<file path="config.mk">
export PLATFORM = sky130hd
export DESIGN_NAME = mul_seq_unit
export DESIGN_NICKNAME = d
export VERILOG_FILES = /design/src/rtl/mul_seq_unit_pkg.sv /design/src/rtl/mul_seq_unit_shift_add.sv /design/src/rtl/mul_seq_unit.sv
export SDC_FILE = /design/constraint.sdc
export NUM_CORES = 1
export LEC_CHECK = 0
export CAP_MARGIN = 20
export CORE_MARGIN = 2
export CORE_UTILIZATION = 30
export CTS_BUF_LIST = sky130_fd_sc_hd__clkbuf_4 sky130_fd_sc_hd__clkbuf_8 sky130_fd_sc_hd__clkbuf_16
export DETAILED_ROUTE_END_ITERATION = 12
export SLEW_MARGIN = 10
export SYNTH_ARGS = -nofsm -noshare
export SYNTH_HDL_FRONTEND = slang
export SYNTH_SLANG_ARGS = --single-unit
</file>
<file path="constraint.sdc">
create_clock -name Clock -period 19 [get_ports Clock]
set_input_delay 1.9 -clock Clock [delete_from_list [all_inputs] [get_ports Clock]]
set_output_delay 1.9 -clock Clock [all_outputs]
set_load 0.01 [all_outputs]
</file>
<file path="src/rtl/mul_seq_unit_pkg.sv">
// mul_seq_unit_pkg
//   Shared constants for the multi-cycle MUL-class unit: function codes seen on
//   Func, the sequencer state encoding and the default datapath width, plus
//   small decode helpers used by the top level.
package mul_seq_unit_pkg;

  localparam int WIDTH_DEF = 32;

  // Function codes (ADD is listed so other blocks share one encoding table).
  localparam logic [5:0] F_ADD   = 6'h20;
  localparam logic [5:0] F_MULT  = 6'h18;
  localparam logic [5:0] F_MULTU = 6'h19;
  localparam logic [5:0] F_MUL   = 6'h1A;
  localparam logic [5:0] F_MADD  = 6'h1C;
  localparam logic [5:0] F_MADDU = 6'h1D;
  localparam logic [5:0] F_MSUB  = 6'h1E;
  localparam logic [5:0] F_MSUBU = 6'h1F;
  localparam logic [5:0] F_CLZ   = 6'h3C;
  localparam logic [5:0] F_CLO   = 6'h3D;

  typedef enum logic [1:0] {
    ST_IDLE = 2'b00,
    ST_BUSY = 2'b01,
    ST_DONE = 2'b10
  } state_e;

  // True for every code this unit responds to.
  function automatic logic is_supported(input logic [5:0] f);
    case (f)
      F_MUL, F_MULT, F_MULTU, F_MADD, F_MADDU,
      F_MSUB, F_MSUBU, F_CLO, F_CLZ: is_supported = 1'b1;
      default:                       is_supported = 1'b0;
    endcase
  endfunction

  // True for the multiplies that treat operands as two's complement.
  function automatic logic is_signed_op(input logic [5:0] f);
    case (f)
      F_MUL, F_MULT, F_MADD, F_MSUB: is_signed_op = 1'b1;
      default:                       is_signed_op = 1'b0;
    endcase
  endfunction

  // True for the leading-ones / leading-zeros count ops.
  function automatic logic is_count_op(input logic [5:0] f);
    case (f)
      F_CLO, F_CLZ: is_count_op = 1'b1;
      default:      is_count_op = 1'b0;
    endcase
  endfunction

endpackage

</file>
<file path="src/rtl/mul_seq_unit_shift_add.sv">
// mul_shift_add
//   Radix-2 shift-add iteration datapath. start_i loads operand magnitudes and
//   clears the accumulator and iteration count; each step_i cycle adds the
//   shifted multiplicand when the current multiplier bit is set.
//   Ports: clk/rst_n, start_i, step_i, signed_i, a_i, b_i (WIDTH),
//          count_o (CNTW, steps taken), last_o (current step is the final one),
//          product_o (2*WIDTH, sign-corrected result including this step's add).
module mul_shift_add #(
  parameter int WIDTH = 32,
  parameter int CNTW  = 6
) (
  input  logic               clk,
  input  logic               rst_n,
  input  logic               start_i,
  input  logic               step_i,
  input  logic               signed_i,
  input  logic [WIDTH-1:0]   a_i,
  input  logic [WIDTH-1:0]   b_i,
  output logic [CNTW-1:0]    count_o,
  output logic               last_o,
  output logic [2*WIDTH-1:0] product_o
);

  logic [2*WIDTH-1:0] acc_q, acc_d, mcand_q, mcand_d, acc_next;
  logic [WIDTH-1:0]   mplier_q, mplier_d, mag_a, mag_b;
  logic [CNTW-1:0]    cnt_q, cnt_d;
  logic               neg_q, neg_d, a_neg, b_neg;

  // Next-state of the iteration registers and the sign-corrected product.
  always_comb begin
    a_neg    = signed_i & a_i[WIDTH-1];
    b_neg    = signed_i & b_i[WIDTH-1];
    // Magnitude stays correct for MIN_INT because it is read as unsigned.
    mag_a    = a_neg ? ({WIDTH{1'b0}} - a_i) : a_i;
    mag_b    = b_neg ? ({WIDTH{1'b0}} - b_i) : b_i;
    acc_next = acc_q + (mplier_q[0] ? mcand_q : {(2*WIDTH){1'b0}});
    acc_d    = acc_q;
    mcand_d  = mcand_q;
    mplier_d = mplier_q;
    cnt_d    = cnt_q;
    neg_d    = neg_q;
    if (start_i) begin
      acc_d    = {(2*WIDTH){1'b0}};
      mcand_d  = {{WIDTH{1'b0}}, mag_a};
      mplier_d = mag_b;
      cnt_d    = {CNTW{1'b0}};
      neg_d    = a_neg ^ b_neg;
    end else if (step_i) begin
      acc_d    = acc_next;
      mcand_d  = mcand_q << 1;
      mplier_d = mplier_q >> 1;
      cnt_d    = cnt_q + {{(CNTW-1){1'b0}}, 1'b1};
    end else begin
      acc_d    = acc_q;
    end
    product_o = neg_q ? ({(2*WIDTH){1'b0}} - acc_next) : acc_next;
  end

  assign count_o = cnt_q;
  assign last_o  = (cnt_q == CNTW'(WIDTH - 1));

  // Iteration registers.
  always_ff @(posedge clk or negedge rst_n) begin
    if (!rst_n) begin
      acc_q    <= {(2*WIDTH){1'b0}};
      mcand_q  <= {(2*WIDTH){1'b0}};
      mplier_q <= {WIDTH{1'b0}};
      cnt_q    <= {CNTW{1'b0}};
      neg_q    <= 1'b0;
    end else begin
      acc_q    <= acc_d;
      mcand_q  <= mcand_d;
      mplier_q <= mplier_d;
      cnt_q    <= cnt_d;
      neg_q    <= neg_d;
    end
  end

endmodule

</file>
<file path="src/rtl/mul_seq_unit.sv">
// mul_seq_unit
//   Multi-cycle responder for MUL-class ops from EX. Owns HI/LO, runs the
//   IDLE -> BUSY -> DONE sequencer and the CLO/CLZ scan.
//   Ports: Clock, nReset (async active-low), MULOp, Func[5:0], In1, In2 (WIDTH),
//          Stall (comb on issue, then from state), Done (one-cycle pulse),
//          Out (GPR result), HI, LO.
module mul_seq_unit
  import mul_seq_unit_pkg::*;
#(
  parameter int WIDTH = WIDTH_DEF,
  parameter int CNTW  = 6
) (
  input  logic             Clock,
  input  logic             nReset,
  input  logic             MULOp,
  input  logic [5:0]       Func,
  input  logic [WIDTH-1:0] In1,
  input  logic [WIDTH-1:0] In2,
  output logic             Stall,
  output logic             Done,
  output logic [WIDTH-1:0] Out,
  output logic [WIDTH-1:0] HI,
  output logic [WIDTH-1:0] LO
);

  state_e             state_q, state_d;
  logic [5:0]         func_q, func_d;
  logic [WIDTH-1:0]   scan_q, scan_d, hi_q, hi_d, lo_q, lo_d, out_q, out_d;
  logic [2*WIDTH-1:0] product, hl;
  logic [CNTW-1:0]    count;
  logic               issue, last, target;

  mul_shift_add #(.WIDTH(WIDTH), .CNTW(CNTW)) u_dp (
    .clk       (Clock),
    .rst_n     (nReset),
    .start_i   (issue),
    .step_i    (state_q == ST_BUSY),
    .signed_i  (is_signed_op(Func)),
    .a_i       (In1),
    .b_i       (In2),
    .count_o   (count),
    .last_o    (last),
    .product_o (product)
  );

  // Sequencer next state, scan and result register updates.
  always_comb begin
    // Only IDLE can issue, so an op still held during DONE is not re-taken.
    issue   = (state_q == ST_IDLE) && MULOp && is_supported(Func);
    target  = (func_q == F_CLO);
    hl      = {hi_q, lo_q};
    state_d = state_q;
    func_d  = func_q;
    scan_d  = scan_q;
    hi_d    = hi_q;
    lo_d    = lo_q;
    out_d   = out_q;
    case (state_q)
      ST_IDLE: begin
        if (issue) begin
          state_d = ST_BUSY;
          func_d  = Func;
          scan_d  = In1;
        end else begin
          state_d = ST_IDLE;
        end
      end
      ST_BUSY: begin
        if (is_count_op(func_q)) begin
          // scan_q[MSB] is bit WIDTH-1-count of the latched operand.
          scan_d = scan_q << 1;
          if (scan_q[WIDTH-1] != target) begin
            out_d   = WIDTH'(count);
            state_d = ST_DONE;
          end else if (last) begin
            out_d   = WIDTH'(WIDTH);
            state_d = ST_DONE;
          end else begin
            state_d = ST_BUSY;
          end
        end else if (last) begin
          state_d = ST_DONE;
          case (func_q)
            F_MUL:           out_d        = product[WIDTH-1:0];
            F_MULT, F_MULTU: {hi_d, lo_d} = product;
            F_MADD, F_MADDU: {hi_d, lo_d} = hl + product;
            F_MSUB, F_MSUBU: {hi_d, lo_d} = hl - product;
            default:         out_d        = out_q;
          endcase
        end else begin
          state_d = ST_BUSY;
        end
      end
      ST_DONE: state_d = ST_IDLE;
      default: state_d = ST_IDLE;
    endcase
  end

  // Sequencer state and architectural result registers.
  always_ff @(posedge Clock or negedge nReset) begin
    if (!nReset) begin
      state_q <= ST_IDLE;
      func_q  <= 6'h00;
      scan_q  <= {WIDTH{1'b0}};
      hi_q    <= {WIDTH{1'b0}};
      lo_q    <= {WIDTH{1'b0}};
      out_q   <= {WIDTH{1'b0}};
    end else begin
      state_q <= state_d;
      func_q  <= func_d;
      scan_q  <= scan_d;
      hi_q    <= hi_d;
      lo_q    <= lo_d;
      out_q   <= out_d;
    end
  end

  // Stall is gated by reset so an op presented during reset never holds the pipe.
  assign Stall = nReset && (issue || (state_q == ST_BUSY));
  assign Done  = (state_q == ST_DONE);
  assign Out   = out_q;
  assign HI    = hi_q;
  assign LO    = lo_q;

endmodule
</file>
Yosys cells after proc, flatten, opt, wreduce, memory -nomap -nowiden
Index checks and enable logic that the tools add are counted.
W data, S select, Z words.

operators by class
  equality and inequality tests = 24
  reductions and logical operators = 21
  multiplexer cells = 31
  bitwise gates (word level) = 4
  add/subtract/negate cells = 7

operator list
  kind                     number
  $mux W64                 6
  $mux W32                 11
  $pmux W32 S3             2
  $add A64 B64 Y64         2
  $eq A6 B5 Y1 const B     15
  $pmux W32 S2             1
  $sub A1 B32 Y32 const A  2
  $sub A1 B64 Y64 const A  1
  $sub A64 B64 Y64         1
  $eq A6 B6 Y1 const B     4
  $mux W6                  2
  $reduce_bool A2 Y1       5
  $reduce_or A9 Y1         1
  $reduce_and A4 Y1        2
  $reduce_or A2 Y1         4
  $add A6 B1 Y6 const B    1
  $mux W2                  3
  $mux W1                  5
  $ne A2 B2 Y1 const B     2
  $pmux W2 S2              1
  $reduce_or A4 Y1         1
  $logic_and A1 B1 Y1      3
  $reduce_and A3 Y1        1
  $reduce_bool A3 Y1       1
  other kinds (9)          10

word-level totals
  register bits after elaboration = 303
  logic and storage cells = 98
  output and inout bits = 98

Longest topological paths before layout
Gate-level depths: netlist of run 1.

  word-level depth = 7
  gate-level depth with buffers = 37

By module
A second synthesis of run 1 with hierarchy kept.

unflattened totals
  cells, all modules = 3824
  area total of the unflattened synthesis = 29390.7 um^2

by module, submodules not included
  module         cells an instance  area an instance (um^2)  sequential area each (um^2)  instances
  mul_shift_add  1930               15461.1                  4179.0                       1
  mul_seq_unit   1894               13929.6                  3403.3                       1

Least setup slack after synthesis of run 1
Ideal clock, no wire load.

  kind = register to register
  from = register u_dp.mplier_q[0]
  to = register hi_q[31] (netlist: HI[31])
  path buffers = 5
  clock period less this slack = 8.300 ns
  stages on the path, launching flop included = 38
  arrival time = 8.232 ns
  path slack = 10.700 ns
  cell sequence = dfrtp_1 clkbuf_1 clkbuf_1 and2_1 ha_1 inv_1 fa_1 nor2b_4 o31a_4 o21ai_2 nand2b_1 xor2_1 or4_4 or3_2 or4_1 clkbuf_1 o41ai_2 a21bo_2 [... 2 more ...] xor2_1 inv_1 ha_1 clkbuf_1 nand4_1 nor3_1 o221ai_1 or4_1 a211oi_1 nor4b_1 o41ai_1 a31oi_1 o21bai_1 a221o_1 a21oi_1 xnor2_1 mux2_4 nand3_1

on the way
  word-level cells in the longest chain between the ends = 6

RTL lines
  element                                                      line                                    text
  from (decl)                                                  mul_seq_unit_shift_add.sv:25            logic [WIDTH-1:0] mplier_q, mplier_d, mag_a, mag_b;
  from (signal assigned)                                       mul_seq_unit_shift_add.sv:67            mplier_q <= {WIDTH{1'b0}};
  from (signal assigned)                                       mul_seq_unit_shift_add.sv:73            mplier_q <= mplier_d;
  $mux W64 *                                                   mul_seq_unit_shift_add.sv:36            acc_next = acc_q + (mplier_q[0] ? mcand_q : {(2*WIDTH){1'b0}});
  $add A64 B64 Y64 *                                           mul_seq_unit_shift_add.sv:36
  $sub A1 B64 Y64                                              mul_seq_unit_shift_add.sv:56            product_o = neg_q ? ({(2*WIDTH){1'b0}} - acc_next) : acc_next;
  $mux W64 *                                                   mul_seq_unit_shift_add.sv:56
  $sub A64 B64 Y64 / $add A64 B64 Y64 (equally long branches)  mul_seq_unit.sv:87, mul_seq_unit.sv:86
  $pmux W32 S3 *                                               mul_seq_unit.sv:83                      case (func_q)
  to (signal assigned)                                         mul_seq_unit.sv:105                     hi_q <= {WIDTH{1'b0}};
  to (signal assigned)                                         mul_seq_unit.sv:112                     hi_q <= hi_d;
  to (decl)                                                    mul_seq_unit.sv:28                      logic [WIDTH-1:0] scan_q, scan_d, hi_q, hi_d, lo_q, lo_d, out_q, out_d;

Every way passes the cells marked *; elsewhere a longest branch is shown, timed or not.
A chain may end at the register's enable or synchronous reset.

Worst setup path after layout of run 1
Ends and elaborated chain as after synthesis.

==> results of run 1 <==
cell families (layout without fill, tap and decap cells):
| kind of cell | count (synthesis) | in the layout | share of synthesized area, % |
|---|---|---|---|
| xor gates and xnor gates | 249 | 249 | 8.17 |
| muxes | 43 | 43 | 1.65 |
| buffers and inverters | 369 | 426 | 5.40 |
| adders and majority gates | 203 | 203 | 9.60 |
| and+or+nand+nor | 1133 | 1133 | 20.1 |
| AOI/OAI and AO/OA | 1160 | 1160 | 26.7 |
| DFF | 303 | 303 | 28.4 |
final cells by class:
type | instances | area, um^2
clock buffer | 52 | 1130
tap | 1165 | 1460
fill | 9217 | 57500
inverter | 160 | 601
timing repair buffer | 192 | 1910
clock inverter | 22 | 285
multi-input combinational | 2788 | 17700
sequential | 303 | 7580
power by group through the flow:
stage | clock [W] | sequential (W) | combinational [W]
2_1_floorplan | 0 | 0.000841 | 0.00143
3_3_place_gp | 0 | 0.000892 | 0.00191
3_5_place_dp | 0 | 0.000890 | 0.00192
4_1_cts | 0.000840 | 0.000881 | 0.00193
5_1_grt | 0.000864 | 0.000900 | 0.00216
6_report | 0.000818 | 0.000884 | 0.00195
stage by stage:
step | total power [W] | hold WS (ps) | utilization [%]
after floorplan | 0.00227 | 435 | -
after global placement | 0.00280 | 450 | 33.2
after detailed placement | 0.00281 | 455 | 33.2
after CTS | 0.00365 | 469 | 34.8
after global routing | 0.00392 | 490 | 34.8
final | 0.00366 | 472 | 34.8
flip-flops by register name (all words and copies together), names as in the netlist:
name / cells
u_dp.acc_q: 64
u_dp.mcand_q: 64
HI: 32
LO: 32
Out: 32
scan_q: 32
u_dp.mplier_q: 32
func_q: 6
u_dp.count_o: 6
state_q: 2
u_dp.neg_q: 1
worst paths after layout:
check	end	cells after the start
max	HI[31]	31
min	u_dp.mplier_q[0]	2
max reg2reg	HI[31]	31
min reg2reg	u_dp.mplier_q[0]	2
max in group asynchronous	HI[5]	3
min in group asynchronous	u_dp.mplier_q[10]	1
cell usage in the layout (no fill, tap or decap), types with 9 or more instances in the layout:
master / Yosys / routed
o31ai_1: 36 / 36
buf_4: 1 / 18
xor2_1: 76 / 76
o21bai_1: 40 / 40
nand4_1: 49 / 49
o21ai_0: 415 / 414
o21a_1: 18 / 18
nand2b_1: 22 / 21
a221oi_1: 14 / 14
nand3_1: 92 / 92
nor3_1: 61 / 61
a221o_1: 9 / 9
and2_1: 78 / 77
mux2i_1: 38 / 38
nand2_1: 432 / 431
a31oi_1: 30 / 30
a22oi_1: 76 / 76
o221ai_1: 11 / 11
inv_1: 159 / 159
a21oi_1: 287 / 286
xnor2_1: 173 / 173
or2_2: 13 / 13
o211ai_1: 19 / 19
nor2_1: 236 / 235
a21o_1: 65 / 65
a22o_1: 16 / 16
o41ai_1: 16 / 16
dfrtp_1: 303 / 302
nor4_1: 28 / 27
nor2b_1: 19 / 18
clkdlybuf4s50_1: 0 / 169
a211oi_1: 27 / 27
clkbuf_16: 0 / 41
or4_1: 13 / 12
and3_1: 17 / 17
or3_1: 27 / 27
ha_1: 200 / 200
per-layer routing:
layer	up-vias	share of wire [%]	routed length, um	global-route usage [%]
met5	-	0.042	37	0
li1	12400	-	-	-
met3	137	6.5	5670	2.94
met1	12100	48	42300	27.3
met2	766	42	37200	28.5
met4	6	2.7	2350	5.40
tightest hold or removal path, stage by stage (launching register included):
cell and delay, ps:
dfrtp_1 340, nand2_1 50, nand2_1 50
==> impl_metrics.yaml, run 1 <==
logic_synthesis:
  synth.cell_area_mm2: 0.0267
  synth-seq-area-share_pct: 28.4
  synth_seq_cells: 303
  syn_area_per_cell_um2: 7.72
  yosys_warnings: 0
  yosysMostFrequentCell: "nand2_1"
  synth_common_cells: "432 x nand2_1, 415 x o21ai_0, 303 x dfrtp_1"
  synth_edf_count: 0
  synth_top_cell_by_area: "dfrtp_1"
  synth_cell_types: 95
  async_reset_ff_share_pct: 100
  syn_inst: 3460
  synthesis.nets: 3736
  synth_top_cell_area_share_pct: 28.4
  synthFlopType: "dfrtp_1"
  synthTopCellsByArea: "dfrtp_1 28%, ha_1 9.4%, o21ai_0 7.8%, nand2_1 6.1%, xnor2_1 5.7%"
worst_setup_path:
  crit_family: "simple AND/OR/NAND/NOR gates"
  max_stage_delay_ps: 810
  path_max_fanout: 64
  ff2ff_setup_slack_ps: 9220
  startpoint_type: "flop"
  criticalPathCategory: "flop to flop"
  cp_num_buf_inv: 2
  cpMaxStageDelayCell: "or4_2"
  arrival_ps: 10300
  worst_setup_path_end_kind: "flop"
  cp.required_ps: 19520
  startpoint: "u_dp.mplier_q[0]"
  rr_startpoint: "u_dp.mplier_q[0]"
place:
  place.gp.congestion: 1.02
  placed_cells: 4608
  post-place-ws_ps: 9300
  dpl_cell_area_mm2: 0.0293
  place.detailed.hpwl_mm: 66.2
  port_buffers: 170
sta:
  worst_slew_pin_slew_ps: 1080
  fmax_mhz: 102
  final.min_clock_period_ps: 9780
  rsz0062_at_grt: "no"
  setup_tns_ps: 0
  setup_slack_ps: 9220
  fin_crit_sh_pct: 51.5
  final_max_slew_viol_count: 0
  final_hold_viol_count: 0
  slew_headroom_pct: 27.5
  clock_skew_ps: 32.2
  setup_viol: 0
floorplan:
  io_pins: 171
  core_area_mm2: 0.0882
  die_x_um: 302
  die_h_um: 302
  num_rows: 109
  die_area_mm2: 0.0914
  start_util_pct: 30.3
cts:
  clock_sinks: 303
  cts_tree: "built"
  holdBufCountCts: 0
  post_cts_resize_count: 0
  path_clk_slew_ps: 60
  cts_setup_buffers: 0
  clock_latency_ps: 580
  cts_max_path_buffers: 3
  cts_root_buf: "clkbuf_16"
  cts_buffers: 41
  htreeDepth: 2
global_route:
  grt_max_degree: 170
  grt_use_total_pct: 18.8
  antenna_found_initial: 4
  grt_pass1_vias: 24200
  grt_pass1_wl_mm: 137
  gr-total-overflow: 0
power:
  p_int_w: 0.00192
  p_leak_nw: 13.5
  switching_share_pct: 47.6
  pwr-share-comb_pct: 53.4
  seqPwrFrac_pct: 24.2
  clkPwrFrac_pct: 22.4
  ir_worst_vdd_mv: 0.0668
  p_per_area_mw_per_mm2: 119
  p_switching_w: 0.00174
min_path:
  hp-start: "u_dp.mplier_q[0]"
  hold_path_class: "flop to flop"
finish:
  nets: 3762
  drive_above_1_share_pct: 4.52
  antenna_cells: 0
  design_area_mm2: 0.0307
  final_cells: 4682
  synthToLayoutAreaGrowth_pct: 15.0
detailed_routing:
  vias: 25500
  dr.pass1.iters: 5
  vias_per_cell: 5.44
  wl_per_cell_um: 18.7
  route.detailed.drc: 0
  totalWireLength_mm: 87.5
  drt_iter0_drc: 2086
  ant_nets: 0
job:
  drv_cap: 0
run_status:
  status: "completed"
No activity file was read; power rests on OpenSTA's default activity.
==> run 2: changes to the inputs <==
==> constraint.sdc (replaced) <==
create_clock -name Clock -period 10.1 [get_ports Clock]
set_input_delay 1.01 -clock Clock [delete_from_list [all_inputs] [get_ports Clock]]
set_output_delay 1.01 -clock Clock [all_outputs]
set_load 0.01 [all_outputs]
==> impl_metrics.yaml, run 2 (synthesis results as in run 1) <==
floorplan:
  io_pins: 171
  num_rows: 109
  die_area_mm2: 0.0914
  die_x_um: 302
  die_h_um: 302
  start_util_pct: 30.3
  core_area_mm2: 0.0882
finish:
  reg_top3: "u_dp.acc_q (64), u_dp.mcand_q (64)"
  final_cells: 4694
  design_area_mm2: 0.0307
  antenna_cells: 0
  layout_common_cells: "431 x nand2_1, 414 x o21ai_0, 302 x dfrtp_1"
  synthToLayoutAreaGrowth_pct: 15.1
  drive_above_1_share_pct: 4.87
  fin_util_pct: 34.8
  nets: 3776
  final_common_cell: "nand2_1"
sta:
  final.min_clock_period_ps: 9340
  fin_hold_ws_ps: 474
  fin_crit_sh_pct: 92.5
  fmax_mhz: 107
  final_max_slew_viol_count: 0
  worst_slew_pin_slew_ps: 1300
  rsz0062_at_grt: "no"
  setup_tns_ps: 0
  clock_skew_ps: 34.3
  slew_headroom_pct: 12.7
  final_hold_viol_count: 0
  setup_viol: 0
run_status:
  status: "completed"
detailed_routing:
  vias_per_cell: 5.43
  ant_nets: 0
  vias: 25500
  totalWireLength_mm: 88.6
  wl_per_cell_um: 18.9
  dr.pass1.iters: 6
  drt_iter0_drc: 2010
  route.detailed.drc: 0
cts:
  htreeDepth: 2
  clock_sinks: 303
  cts_max_path_buffers: 3
  path_clk_slew_ps: 60
  cts_setup_buffers: 0
  cts_root_buf: "clkbuf_16"
  cts_tree: "built"
  clock_latency_ps: 580
  cts_buffers: 40
worst_setup_path:
  ff2ff_setup_slack_ps: 760
  rr_startpoint: "u_dp.mplier_q[0]"
  cp_num_buf_inv: 3
  r2r_end: "HI[30]"
  worst_setup_path_end_kind: "flop"
  criticalPathCategory: "flop to flop"
  startpoint_type: "flop"
  cp.required_ps: 10560
  arrival_ps: 9800
  cpMostUsedCell: "buf_4"
  path_max_fanout: 21
  cpMaxStageDelayCell: "or4_4"
  crit_family: "compound AO/OA/AOI/OAI gates"
  max_stage_delay_ps: 660
  worst-r2r-cell-count: 29
min_path:
  hp-start: "func_q[4]"
  hold-path-endpoint: "func_q[4]"
  hold_path_class: "flop to flop"
  hold_depth: 1
power:
  ir_worst_vdd_mv: 0.100
  p_per_area_mw_per_mm2: 222
  p_leak_nw: 13.5
global_route:
  grt_pass1_vias: 24300
  grt_max_degree: 137
  antenna_found_initial: 1
  grt_pass1_wl_mm: 139
  gr-total-overflow: 0
  grt_use_total_pct: 19.0
place:
  dpl_cell_area_mm2: 0.0294
  place.detailed.hpwl_mm: 67.0
  port_buffers: 170
  place.gp.congestion: 0.965
  placed_cells: 4621
job:
  drv_cap: 0
-- run 2: worst max-delay path by stage --
stage                          start     end  depth (start not counted)
floorplan           u_dp.mplier_q[0]  HI[31]                         37
global placement    u_dp.mplier_q[0]  HI[31]                         32
detailed placement  u_dp.mplier_q[0]  HI[31]                         32
CTS                 u_dp.mplier_q[0]  HI[31]                         32
global route        u_dp.mplier_q[0]  HI[30]                         29
finish              u_dp.mplier_q[0]  HI[30]                         29
-- run 2: worst reg2reg max path: cells and delay by family (launching register included) --
kind	cells	cell delay, ps
adder cells (fa/ha/maj)	2	760
AO/OA/AOI/OAI	12	3480
flip-flops	1	620
XOR/XNOR	2	840
buffers and inverters	3	670
AND/OR/NAND/NOR	9	2720
multiplexers	1	150
-- run 2: routing by layer --
layer / wire (um) / up-vias / share of wire [%] / global-route usage, %
li1: - / 12400 / - / -
met1: 42200 / 12200 / 48 / 27.3
met2: 37900 / 751 / 43 / 29.0
met3: 5940 / 119 / 6.7 / 3.51
met4: 2550 / 2 / 2.9 / 5.61
met5: 13 / - / 0.015 / 0
-- run 2: timing repair --
| item | CTS | global route |
|---|---|---|
| endpoints found under the setup margin | 0 | 1 |
| hold buffers | 0 | 0 |
| resized for setup | 0 | 1 |
-- run 2: area by class of cell --
cell class	count	area, um^2
Clock inverter	15	153
Tap cell	1165	1460
Timing Repair Buffer	207	2020
Fill cell	9258	57500
Clock buffer	56	1160
Inverter	160	601
Sequential cell	303	7580
Multi-Input combinational cell	2788	17700
-- run 2: report_power, final --
part	internal (W)	leakage (nW)	total [W]	switching, W
clock network	0.000857	0.649	0.00144	0.000585
logic	0.00125	8.80	0.00370	0.00245
registers	0.00145	4.08	0.00167	0.000216
-- run 2: stage by stage --
stage | total power [W] | worst slack (ps)
after floorplan | 0.00427 | 1800
after global placement | 0.00528 | 908
after detailed placement | 0.00531 | 794
after CTS | 0.00680 | 765
after global routing | 0.00734 | 155
final | 0.00681 | 761
==> run 3: changes to the inputs <==
--- a/config.mk
+++ b/config.mk
@@ -5,6 +5,7 @@
 export SDC_FILE = /design/constraint.sdc
 export NUM_CORES = 1
 export LEC_CHECK = 0
+export ABC_CLOCK_PERIOD_IN_PS = 10100
 export CAP_MARGIN = 20
 export CORE_MARGIN = 2
 export CORE_UTILIZATION = 30
==> results of run 3 <==
The final DEF is identical to that of run 2; final timing and power are the same.
